## config.mk

```make
export PLATFORM = sky130hd
export DESIGN_NAME = lab4_dec
export DESIGN_NICKNAME = d
export VERILOG_FILES = /design/src/rtl/lab4_dec.sv
export SDC_FILE = /design/constraint.sdc
export NUM_CORES = 1
export LEC_CHECK = 0
export BUFFER_PORTS_ARGS = -buffer_cell sky130_fd_sc_hd__clkbuf_2
export CORE_UTILIZATION = 59
export CTS_CLUSTER_SIZE = 30
export DETAILED_ROUTE_END_ITERATION = 10
export PLACE_DENSITY = 0.95
export SLEW_MARGIN = 30
export SYNTH_ARGS = -nofsm -noshare
export SYNTH_HDL_FRONTEND = slang
export SYNTH_SLANG_ARGS = --single-unit
```

## constraint.sdc

```tcl
create_clock -name clk -period 5.44 [get_ports clk]
set_input_delay 1.632 -clock clk [delete_from_list [all_inputs] [get_ports clk]]
set_output_delay 1.632 -clock clk [all_outputs]
set_load 0.005 [all_outputs]
```

## src/rtl/lab4_dec.sv

```systemverilog
// Decryption stage for the lab4 encryptor: strips and checks the preamble,
// then undoes the 5-bit LFSR whitening on each message byte.
module lab4_dec #(
  parameter int LW = 5,
  parameter int DW = 8
) (
  input  logic          clk,
  input  logic          rst,
  input  logic          cfgLoad,
  input  logic [7:0]    cfgPreLen,
  input  logic [LW-1:0] cfgTaps,
  input  logic [LW-1:0] cfgSeed,
  input  logic [7:0]    cfgMsgLen,
  input  logic          start,
  input  logic          validIn,
  input  logic [DW-1:0] encByte,
  output logic [DW-1:0] plainByte,
  output logic          validOut,
  output logic          busy,
  output logic          done,
  output logic          preErr,
  output logic          dataErr,
  output logic [7:0]    dataCount
);

  typedef enum logic [1:0] {
    IDLE = 2'd0,
    PRE  = 2'd1,
    DATA = 2'd2,
    DONE = 2'd3
  } state_e;

  localparam logic [DW-1:0] PRE_BYTE = DW'(8'h7E);

  state_e        state_q, state_d;
  logic [7:0]    preLen_q, preLen_d;
  logic [7:0]    msgLen_q, msgLen_d;
  logic [LW-1:0] taps_q, taps_d;
  logic [LW-1:0] seed_q, seed_d;
  logic [LW-1:0] lfsr_q, lfsr_d;
  logic [7:0]    cnt_q, cnt_d;
  logic [DW-1:0] plain_q, plain_d;
  logic          valid_q, valid_d;
  logic          preErr_q, preErr_d;
  logic          dataErr_q, dataErr_d;
  logic [7:0]    dataCount_q, dataCount_d;

  logic [LW-1:0] lfsrNext;
  logic [DW-1:0] lfsrExt;
  logic          launch;

  assign lfsrNext = {lfsr_q[LW-2:0], ^(lfsr_q & taps_q)};
  assign lfsrExt  = {{(DW-LW){1'b0}}, lfsr_q};

  always_ff @(posedge clk or posedge rst) begin
    if (rst) begin
      state_q     <= IDLE;
      preLen_q    <= '0;
      msgLen_q    <= '0;
      taps_q      <= '0;
      seed_q      <= '0;
      lfsr_q      <= '0;
      cnt_q       <= '0;
      plain_q     <= '0;
      valid_q     <= 1'b0;
      preErr_q    <= 1'b0;
      dataErr_q   <= 1'b0;
      dataCount_q <= '0;
    end else begin
      state_q     <= state_d;
      preLen_q    <= preLen_d;
      msgLen_q    <= msgLen_d;
      taps_q      <= taps_d;
      seed_q      <= seed_d;
      lfsr_q      <= lfsr_d;
      cnt_q       <= cnt_d;
      plain_q     <= plain_d;
      valid_q     <= valid_d;
      preErr_q    <= preErr_d;
      dataErr_q   <= dataErr_d;
      dataCount_q <= dataCount_d;
    end
  end

  always_comb begin
    state_d     = state_q;
    preLen_d    = preLen_q;
    msgLen_d    = msgLen_q;
    taps_d      = taps_q;
    seed_d      = seed_q;
    lfsr_d      = lfsr_q;
    cnt_d       = cnt_q;
    plain_d     = plain_q;
    valid_d     = 1'b0;
    preErr_d    = preErr_q;
    dataErr_d   = dataErr_q;
    dataCount_d = dataCount_q;
    launch      = 1'b0;

    case (state_q)
      IDLE: begin
        if (cfgLoad) begin
          preLen_d = cfgPreLen;
          msgLen_d = cfgMsgLen;
          taps_d   = cfgTaps;
          seed_d   = cfgSeed;
        end
        launch = start;
      end

      PRE: begin
        if (validIn) begin
          if (encByte != (PRE_BYTE ^ lfsrExt)) preErr_d = 1'b1;
          lfsr_d = lfsrNext;
          // Last preamble byte: the next accepted byte belongs to the message.
          if (cnt_q == preLen_q - 8'd1) begin
            cnt_d   = '0;
            state_d = (msgLen_q != 8'd0) ? DATA : DONE;
          end else begin
            cnt_d = cnt_q + 8'd1;
          end
        end
      end

      DATA: begin
        if (validIn) begin
          plain_d     = {1'b0, encByte[DW-2:0]} ^ lfsrExt;
          valid_d     = 1'b1;
          dataCount_d = dataCount_q + 8'd1;
          if (!encByte[DW-1]) dataErr_d = 1'b1;
          lfsr_d = lfsrNext;
          if (cnt_q == msgLen_q - 8'd1) begin
            cnt_d   = '0;
            state_d = DONE;
          end else begin
            cnt_d = cnt_q + 8'd1;
          end
        end
      end

      DONE: begin
        launch = start;
      end

      default: begin
        state_d = IDLE;
      end
    endcase

    // A new run always replays the LFSR from the stored seed.
    if (launch) begin
      lfsr_d      = seed_q;
      cnt_d       = '0;
      preErr_d    = 1'b0;
      dataErr_d   = 1'b0;
      dataCount_d = '0;
      if (preLen_q != 8'd0)      state_d = PRE;
      else if (msgLen_q != 8'd0) state_d = DATA;
      else                       state_d = DONE;
    end
  end

  assign plainByte = plain_q;
  assign validOut  = valid_q;
  assign busy      = (state_q == PRE) || (state_q == DATA);
  assign done      = (state_q == DONE);
  assign preErr    = preErr_q;
  assign dataErr   = dataErr_q;
  assign dataCount = dataCount_q;

endmodule
```

==> impl_metrics.csv, run 1 <==
group,metric,value,unit
power_and_ir_drop,ir_drop,0.2080,mV
clock_network,h-tree-depth,3,
synth,yosysTopAreaCell,"dfrtp_1",
finish,finalNetCount,425,
power_and_ir_drop,power_frac_comb,14.1,%
hold_path,hold_class,"reg -> reg",
floorplanning,fp.dieH,76.17,µm
grt,grt_usage,26.60,%
sta,tightestPinTransition,0.7329,ns
power_and_ir_drop,power_frac_seq,52.3,%
sta,setup_viol,0,
synth,synth_area,3246,µm²
setup_path,r2r_start,"preLen_q[0]",
grt,grt_pass1_wl,11.99,mm
floorplanning,start_util,62.36,%
power_and_ir_drop,p_sw_share,29.43,%
synth,synth-main-ff-cell,"dfrtp_1",
synth,synth-seq-area-share,45.49,%
floorplanning,row_count,26,
setup_path,cp-start-kind,"flip-flop",
routing,vias_per_cell,5.887,
clock_network,clock_latency,0.34,ns
synth,synth-seq-cells,59,
sta,rsz0062_at_grt,"no",
sta,hold_viol_final,0,
floorplanning,fp.coreArea,5205,µm²
setup_path,worstPathMaxFanout,6,
floorplanning,dieWidth,76.17,µm
sta,slew_violations,0,
finish,area_growth,14.65,%
run_status,status,"complete, no violations",
clock_network,clkTransAtPathRegs,0.07,ns
synth,synth_async_sr_flop_share,100.0,%
synth,synth_cell_types,55,
placement,port_buffers,58,
setup_path,reg2reg_slack,2.62,ns
clock_network,post_cts_buffers,0,
clock_network,hold_buffers,0,
routing,dr.pass1.iters,5,
sta,fin_setup_tns,0,ns
power_and_ir_drop,p_clk_share,33.6,%
sta,slew-limit-headroom,51.14,%
routing,drt_iter0_drc,141,
clock_network,cts_tree,"built",
synth,yosysMostFrequentCell,"dfrtp_1",
routing,ant_nets,0,
clock_network,numCtsBuffers,9,
synth,synth_edf_count,0,
synth,synth_top_area_share,45.49,%
routing,drc,0,
hold_path,whs_path_depth,2,
flow_run,max-cap-violations,0,
setup_path,cp.arrival,1.39,ns
sta,fin_hold_ws,0.4797,ns
setup_path,setup.worst_path.end_class,"output port",
routing,vias,2655,
sta,skew,0.005097,ns
power_and_ir_drop,switching_power,0.0002956,W
floorplanning,boundaryPins,60,
setup_path,worstSetupPathType,"reg -> out",
clock_network,cts-root-buf,"clkbuf_8",
hold_path,min_to,"plainByte[0]",
synth,synth_area_leaders,"dfrtp_1 45%, mux2_2 9.0%, nand2_1 4.9%, xor2_1 4.3%, xnor2_1 4.0%",
grt,first_global_vias,2594,
placement,hpwl,5.020,mm
finish,drive_gt1_share,29.40,%
clock_network,ctsResizeCount,0,
synth,netlist_instances,319,
synth,syn_nets,368,
synth,synth_warnings,0,
routing,drt_wl_total,7.153,mm
clock_network,clock_path_buffers,2,
clock_network,clkSinkCount,59,
sta,fmax,331.2,MHz
grt,grt_overflow,0,
setup_path,r2r_end,"cnt_q[3]",
power_and_ir_drop,p_int,0.0007089,W
floorplanning,die_area,5802,µm²
power_and_ir_drop,leakage,1.846,nW
grt,grt_max_degree,60,
hold_path,min_from,"plainByte[0]",
power_and_ir_drop,cellPowerDensity,270.0,nW/µm²
synth,yosys-top-cells-count,"59 x dfrtp_1, 42 x nand2_1, 27 x nor2_1",
routing,wl_per_cell,15.86,µm
sta,post-route-period-util,55.50,%
sta,min_period,3.019,ns
synth,syn_area_per_cell,10.17,µm²
finish,antenna_cells,0,
grt,antenna_found_initial,0,
setup_path,crit_required,3.81,ns
placement,place_congestion,0.8324,
setup_path,reg2reg_depth,9,
==> worst max-delay path by stage <==
stage	endpoint	slack, ns	from
after floorplan	cnt_q[0]	2.35	rst
after global placement	state_q[0]	2.25	start
after detailed placement	state_q[0]	2.13	start
after CTS	busy	2.44	state_q[0]
after global routing	cnt_q[3]	2.36	preLen_q[0]
final	busy	2.42	state_q[0]
==> layout by cell type (no fill, tap or decap), types with 4 or more instances in the layout <==
cell / n
xnor2_1: 15
a31oi_1: 5
nor2_1: 27
clkbuf_8: 9
nor3_1: 4
ha_1: 10
nand2_1: 41
and2_1: 4
clkbuf_2: 58
o21ai_0: 8
dfrtp_1: 59
xor2_1: 16
o22ai_1: 4
inv_1: 9
mux2_2: 26
nand2b_1: 4
a21oi_1: 7
nand3_1: 8
==> layout make-up <==
cell class	instances	area [µm²]
timing repair buffer	60	305.3
multi-input combinational	236	1653
clock buffer	11	131.4
tap	70	87.58
fill	374	1484
inverter	10	37.54
sequential	59	1476
clock inverter	5	30.03
==> critical path: stages, from the launching register on <==
cell and delay, ns:
dfrtp_1 0.42, inv_1 0.09, ha_1 0.39, clkbuf_2 0.15
==> per-layer routing <==
| layer | GRT usage [%] | vias to the layer above | wire, µm |
|---|---|---|---|
| li1 | - | 1231 | - |
| met1 | 34.21 | 1271 | 2917 |
| met5 | 0 | - | 0 |
| met2 | 40.82 | 124 | 3504 |
| met4 | 15.96 | 0 | 242 |
| met3 | 6.587 | 29 | 489 |
==> power groups by stage <==
| stage | Sequential (W) | Combinational, W | Clock, W |
|---|---|---|---|
| floorplan | 0.000508 | 0.000106 | 0 |
| global placement | 0.000527 | 0.000133 | 0 |
| detailed placement | 0.000530 | 0.000141 | 0 |
| CTS | 0.000523 | 0.000142 | 0.000341 |
| global route | 0.000529 | 0.000162 | 0.000367 |
| finish | 0.000525 | 0.000142 | 0.000338 |
==> sequential cells by signal (all words and copies together) (netlist names) <==
signal / flops
preLen_q: 8
cnt_q: 8
validOut: 1
dataErr: 1
taps_q: 5
state_q: 2
msgLen_q: 8
seed_q: 5
plainByte: 7
dataCount: 8
preErr: 1
lfsr_q: 5
==> cells by family after synthesis <==
group / Yosys count / share of synthesized area [%]
AND/OR/NAND/NOR: 112 / 16.42
flip-flops: 59 / 45.49
AO/OA/AOI/OAI: 53 / 11.72
XOR/XNOR: 32 / 9.059
multiplexers: 28 / 9.676
buffers and inverters: 24 / 3.662
adder cells (fa/ha/maj): 10 / 3.855
other: 1 / 0.1155
==> per-stage QoR <==
stage          setup WS, ns  power (W)  instances  cell area (µm²)  utilization, %
2_1_floorplan         2.352  0.0006144        319             3246               -
3_3_place_gp          2.252  0.0006602        435             3557           68.34
3_5_place_dp          2.129  0.0006713        435             3557           68.34
4_1_cts               2.439   0.001007        451             3719           71.44
5_1_grt               2.361   0.001057        451             3721           71.49
6_report              2.421   0.001005        451             3721           71.49
Power figures use the tool's default switching activity.
==> run 2: changes to the inputs <==
- ABC_AREA: unset -> 1
- CORE_UTILIZATION: 59 -> 50
- PLACE_DENSITY: 0.95 -> 0.88
- clock period: 5.44 -> 2.6 ns (I/O delays scaled with it)
==> impl_metrics.csv, run 2 <==
group,metric,value,unit
grt,grt_usage,22.26,%
clock_network,h-tree-depth,3,
floorplanning,fp.dieH,83.48,µm
power_and_ir_drop,p_clk_share,19.1,%
power_and_ir_drop,switching_power,0.001882,W
sta,slew_violations,0,
setup_path,setup.worst_path.end_class,"flip-flop",
power_and_ir_drop,p_sw_share,42.59,%
sta,hold_viol_final,0,
routing,dr.pass1.iters,5,
clock_network,post_cts_buffers,0,
synth,synth_warnings,0,
power_and_ir_drop,p_int,0.002537,W
synth,syn_area_per_cell,8.196,µm²
sta,skew,0.009768,ns
synth,syn_nets,454,
placement,port_buffers,58,
finish,finalNetCount,517,
routing,ant_nets,0,
hold_path,whs_path_depth,2,
grt,grt_max_degree,34,
setup_path,worstSetupPathType,"reg -> reg",
finish,stdcell_count,550,
sta,fin_hold_ws,0.4863,ns
synth,yosysMostFrequentCell,"nand2_1",
finish,drive_gt1_share,24.52,%
synth,synth_async_sr_flop_share,100.0,%
finish,mostFrequentLayoutCell,"nand2_1",
grt,grt_overflow,0,
sta,slew-limit-headroom,50.07,%
placement,hpwl,5.462,mm
floorplanning,start_util,51.98,%
floorplanning,boundaryPins,60,
clock_network,hold_buffers,0,
routing,drt_wl_total,7.395,mm
clock_network,ctsResizeCount,0,
synth,synth_top_area_share,44.48,%
grt,first_global_vias,2844,
sta,fmax,448.7,MHz
clock_network,cts-root-buf,"clkbuf_8",
synth,synth_cell_types,32,
floorplanning,row_count,29,
synth,synth-seq-cells,59,
flow_run,max-cap-violations,0,
sta,rsz0062_at_grt,"no",
grt,grt_pass1_wl,12.41,mm
power_and_ir_drop,power_frac_comb,43.7,%
hold_path,hold_class,"reg -> reg",
synth,netlist_instances,405,
setup_path,cp.arrival,2.47,ns
clock_network,clock_latency,0.35,ns
power_and_ir_drop,ir_drop,0.7239,mV
power_and_ir_drop,power_frac_seq,37.1,%
routing,vias,2894,
power_and_ir_drop,cellPowerDensity,1137,nW/µm²
synth,synth-seq-area-share,44.48,%
floorplanning,die_area,6969,µm²
finish,final_cell_mix,"96 x nand2_1, 59 x dfrtp_1, 58 x clkbuf_2",
grt,antenna_found_initial,0,
run_status,status,"complete, no violations",
setup_path,crit_required,2.84,ns
clock_network,clkTransAtPathRegs,0.07,ns
clock_network,clkSinkCount,59,
sta,setup_viol,0,
sta,fin_setup_tns,0,ns
setup_path,worstPathMaxFanout,15,
setup_path,reg2reg_depth,10,
floorplanning,fp.coreArea,6386,µm²
synth,synth_area,3319,µm²
clock_network,cts_tree,"built",
placement,place_congestion,0.8433,
routing,vias_per_cell,5.262,
synth,synth_edf_count,0,
sta,min_period,2.229,ns
routing,drt_iter0_drc,179,
floorplanning,dieWidth,83.48,µm
clock_network,numCtsBuffers,9,
routing,drc,0,
placement,place_inst,534,
sta,post-route-period-util,85.72,%
routing,wl_per_cell,13.45,µm
synth,synth-main-ff-cell,"dfrtp_1",
synth,synth_area_leaders,"dfrtp_1 44%, nand2_1 11%, nor2_1 5.5%, inv_1 4.7%, mux2_2 4.7%",
finish,area_growth,17.11,%
synth,yosysTopAreaCell,"dfrtp_1",
sta,tightestPinTransition,0.7471,ns
clock_network,clock_path_buffers,2,
finish,antenna_cells,0,
power_and_ir_drop,leakage,1.972,nW
synth,yosys-top-cells-count,"96 x nand2_1, 59 x dfrtp_1, 49 x nor2_1",
setup_path,cp-start-kind,"flip-flop",
run 2: critical path: stages (launching register included):
cell and delay, ns:
dfrtp_1 0.40, inv_1 0.10, ha_1 0.36, nor2_4 0.36, nor2_1 0.12, inv_2 0.11
nand3_1 0.12, nor3_1 0.23, nand2_1 0.11, o21ai_0 0.16, a21oi_1 0.05
run 2: cells by family after synthesis:
logic type	after synthesis	synth area share, %
and+or+nand+nor	191	24.73
DFF	59	44.48
xor gates and xnor gates	26	6.860
adders and majority gates	10	3.769
muxes	14	4.749
other	1	0.1130
buffers and inverters	57	6.898
AOI/OAI and AO/OA	47	8.406
run 2: power groups by stage:
stage,Sequential (W),Combinational (W),Clock [W]
after floorplan,0.00156,0.00148,0
after global placement,0.00163,0.00182,0
after detailed placement,0.00165,0.00191,0
after CTS,0.00163,0.00193,0.000857
after global routing,0.00168,0.00218,0.000888
final,0.00164,0.00193,0.000845
run 2: metrics by stage:
stage / util (%) / cell area [µm²] / total power, W / worst slack (ns)
final: 60.87 / 3887 / 0.004419 / 0.3714
after global routing: 60.87 / 3887 / 0.004747 / 0.1871
after CTS: 60.87 / 3887 / 0.004420 / 0.4269
after detailed placement: 57.74 / 3687 / 0.003560 / 0.3952
after global placement: 57.74 / 3687 / 0.003451 / 0.4737
after floorplan: - / 3319 / 0.003033 / 0.3637
run 2: area by class of cell:
| type | count | area [µm²] |
|---|---|---|
| Fill cell | 535 | 2499 |
| Sequential cell | 59 | 1476 |
| Clock inverter | 7 | 76.32 |
| Multi-Input combinational cell | 289 | 1614 |
| Clock buffer | 9 | 123.9 |
| Tap cell | 77 | 96.34 |
| Timing Repair Buffer | 63 | 327.8 |
| Inverter | 46 | 172.7 |
run 2: final timing paths:
path / startpoint / endpoint / slack, ns
max in group asynchronous: rst / dataCount[5] / 1.41
min in group asynchronous: rst / msgLen_q[6] / 0.50
setup / recovery: state_q[0] / dataCount[7] / 0.37
setup reg to reg: state_q[0] / dataCount[7] / 0.37
hold / removal: seed_q[2] / lfsr_q[2] / 0.49
hold reg to reg: seed_q[2] / lfsr_q[2] / 0.49
run 2: routing by layer:
metal / global-route usage [%] / wire, µm / share of wire (%)
met1: 26.01 / 3055 / 41
met4: 11.25 / 180 / 2.4
met5: 0 / 0 / 0
met2: 39.34 / 3759 / 51
met3: 3.858 / 398 / 5.4
==> run 3: changes to the inputs <==
- BUFFER_PORTS_ARGS: -buffer_cell sky130_fd_sc_hd__clkbuf_2 -> unset
- CORE_UTILIZATION: 50 -> 57
- DONT_BUFFER_PORTS: unset -> 1
- PLACE_DENSITY: 0.88 -> 0.87
- TNS_END_PERCENT: unset -> 5
==> impl_metrics.csv, run 3 (synthesized netlist as in run 2, its figures left out) <==
group,metric,value,unit
power_and_ir_drop,leakage,1.733,nW
power_and_ir_drop,switching_power,0.001804,W
setup_path,setup.worst_path.end_class,"flip-flop",
finish,stdcell_count,485,
clock_network,clock_latency,0.34,ns
setup_path,crit_chain,"inv_1, ha_1, nor2_4, nor2_1, inv_2, nand3_1, nor3_1, nand2_1, o21ai_0, a21oi_1",
grt,grtUsageMet3,6.047,%
floorplanning,start_util,59.55,%
placement,hpwl,5.166,mm
grt,top_usage_layer,"met2",
finish,final_cell_mix,"96 x nand2_1, 59 x dfrtp_1, 49 x nor2_1",
floorplanning,row_count,27,
setup_path,worstSetupPathType,"reg -> reg",
placement,port_buffers,0,
routing,drt_iter0_drc,183,
finish,antenna_cells,0,
clock_network,clkSinkCount,59,
finish,drive_gt1_share,13.56,%
routing,wl_per_cell,14.18,µm
sta,fmax,454.8,MHz
sta,post-route-period-util,84.57,%
finish,postLayoutCoreUtil,64.85,%
floorplanning,dieWidth,78.31,µm
grt,grtUsageMet2,42.19,%
grt,grt_overflow,0,
sta,slew_violations,0,
clock_network,clock_path_buffers,2,
placement,place_ws,0.4051,ns
routing,vias_per_cell,5.449,
power_and_ir_drop,power_frac_seq,38.0,%
floorplanning,fp.dieH,78.31,µm
power_and_ir_drop,ir_drop,0.7819,mV
grt,antenna_found_initial,0,
grt,grt.met1_usage,30.13,%
setup_path,critical_path.max_stage_delay,0.40,ns
power_and_ir_drop,p_clk_share,21.4,%
routing,ant_nets,0,
sta,slew-limit-headroom,55.72,%
power_and_ir_drop,power_frac_comb,40.6,%
routing,vias,2643,
sta,min_period,2.199,ns
sta,hold_viol_final,0,
clock_network,ctsResizeCount,0,
sta,tightestPinTransition,0.6626,ns
sta,skew,0.01125,ns
sta,fin_ws,0.4013,ns
grt,grt_max_degree,32,
clock_network,hold_buffers,0,
floorplanning,boundaryPins,60,
routing,drc,0,
clock_network,numCtsBuffers,9,
finish,finalNetCount,457,
finish,area_growth,8.896,%
sta,rsz0062_at_grt,"no",
clock_network,clkTransAtPathRegs,0.07,ns
power_and_ir_drop,cellPowerDensity,1210,nW/µm²
routing,dr.pass1.iters,5,
flow_run,max-cap-violations,0,
floorplanning,fp.coreArea,5574,µm²
floorplanning,die_area,6132,µm²
power_and_ir_drop,p_int,0.002568,W
placement,place_inst,469,
setup_path,cpMaxStageDelayCell,"dfrtp_1",
hold_path,hold_class,"in -> async",
power_and_ir_drop,p_sw_share,41.27,%
setup_path,worstPathMaxFanout,15,
sta,fin_setup_tns,0,ns
sta,setup_viol,0,
clock_network,post_cts_buffers,0,
routing,drt_wl_total,6.877,mm
grt,grt_pass1_wl,11.65,mm
power_and_ir_drop,p_total,0.004372,W
placement,place_congestion,0.8640,
finish,mostFrequentLayoutCell,"nand2_1",
finish,nFillCells,446,
run_status,status,"complete, no violations",
clock_network,cts-root-buf,"clkbuf_8",
grt,grt_usage,24.83,%
setup_path,cp-start-kind,"flip-flop",
clock_network,cts_tree,"built",
setup_path,cp.arrival,2.43,ns
clock_network,h-tree-depth,3,
setup_path,crit_required,2.83,ns
grt,first_global_vias,2673,
run 3: cell types whose count changed in the layout (fill, tap and decap cells not counted):
cell | previous run | this run
clkbuf_2 | 58 | 0
buf_4 | 5 | 2
buf_12 | 0 | 1
bufinv_16 | 1 | 2
clkbuf_8 | 9 | 10
clkinv_4 | 2 | 1
inv_6 | 1 | 0
run 3: metrics by stage:
stage,area (µm²),hold slack (ns)
after floorplan,3319,0.4536
after global placement,3388,0.4739
after detailed placement,3388,0.4820
after CTS,3615,0.4162
after global routing,3615,0.4574
final,3615,0.4031
run 3: layout make-up:
cell class	count	area, µm²	area share [%]
multi-input combinational	289	1614	44.65
sequential	59	1476	40.84
inverter	46	172.7	4.777
clock buffer	10	137.6	3.808
tap	72	90.09	2.492
clock inverter	6	88.84	2.458
timing repair buffer	3	35.03	0.9692
run 3: power by group through the flow:
stage	clock network (W)	logic, W	registers, W
5_1_grt	0.000991	0.00201	0.00171
2_1_floorplan	0	0.00148	0.00156
3_5_place_dp	0	0.00176	0.00167
4_1_cts	0.000952	0.00177	0.00166
3_3_place_gp	0	0.00167	0.00165
6_report	0.000936	0.00177	0.00166
run 3: per-layer routing:
metal,routed length (µm),vias to the layer above
met2,3542,73
met1,2908,1270
li1,-,1291
met5,0,-
met4,96,0
met3,329,9
run 3: worst paths after layout:
path                                  from           end  slack, ns  depth (start not counted)
worst min register to register   seed_q[2]     lfsr_q[2]       0.49                          2
min in group clk                 seed_q[2]     lfsr_q[2]       0.49                          2
worst min-delay path                   rst     seed_q[3]       0.40                          1
max in group asynchronous              rst      cnt_q[1]       1.61                          2
worst max-delay path            state_q[0]  dataCount[7]       0.40                         10
worst max register to register  state_q[0]  dataCount[7]       0.40                         10
run 3: worst max-delay path: cells and delay by family, from the launching register on:
| kind | cells | cell delay [ns] |
|---|---|---|
| buffers and inverters | 2 | 0.18 |
| AOI/OAI and AO/OA | 2 | 0.20 |
| and+or+nand+nor | 5 | 0.92 |
| DFF | 1 | 0.40 |
| adders and majority gates | 1 | 0.38 |
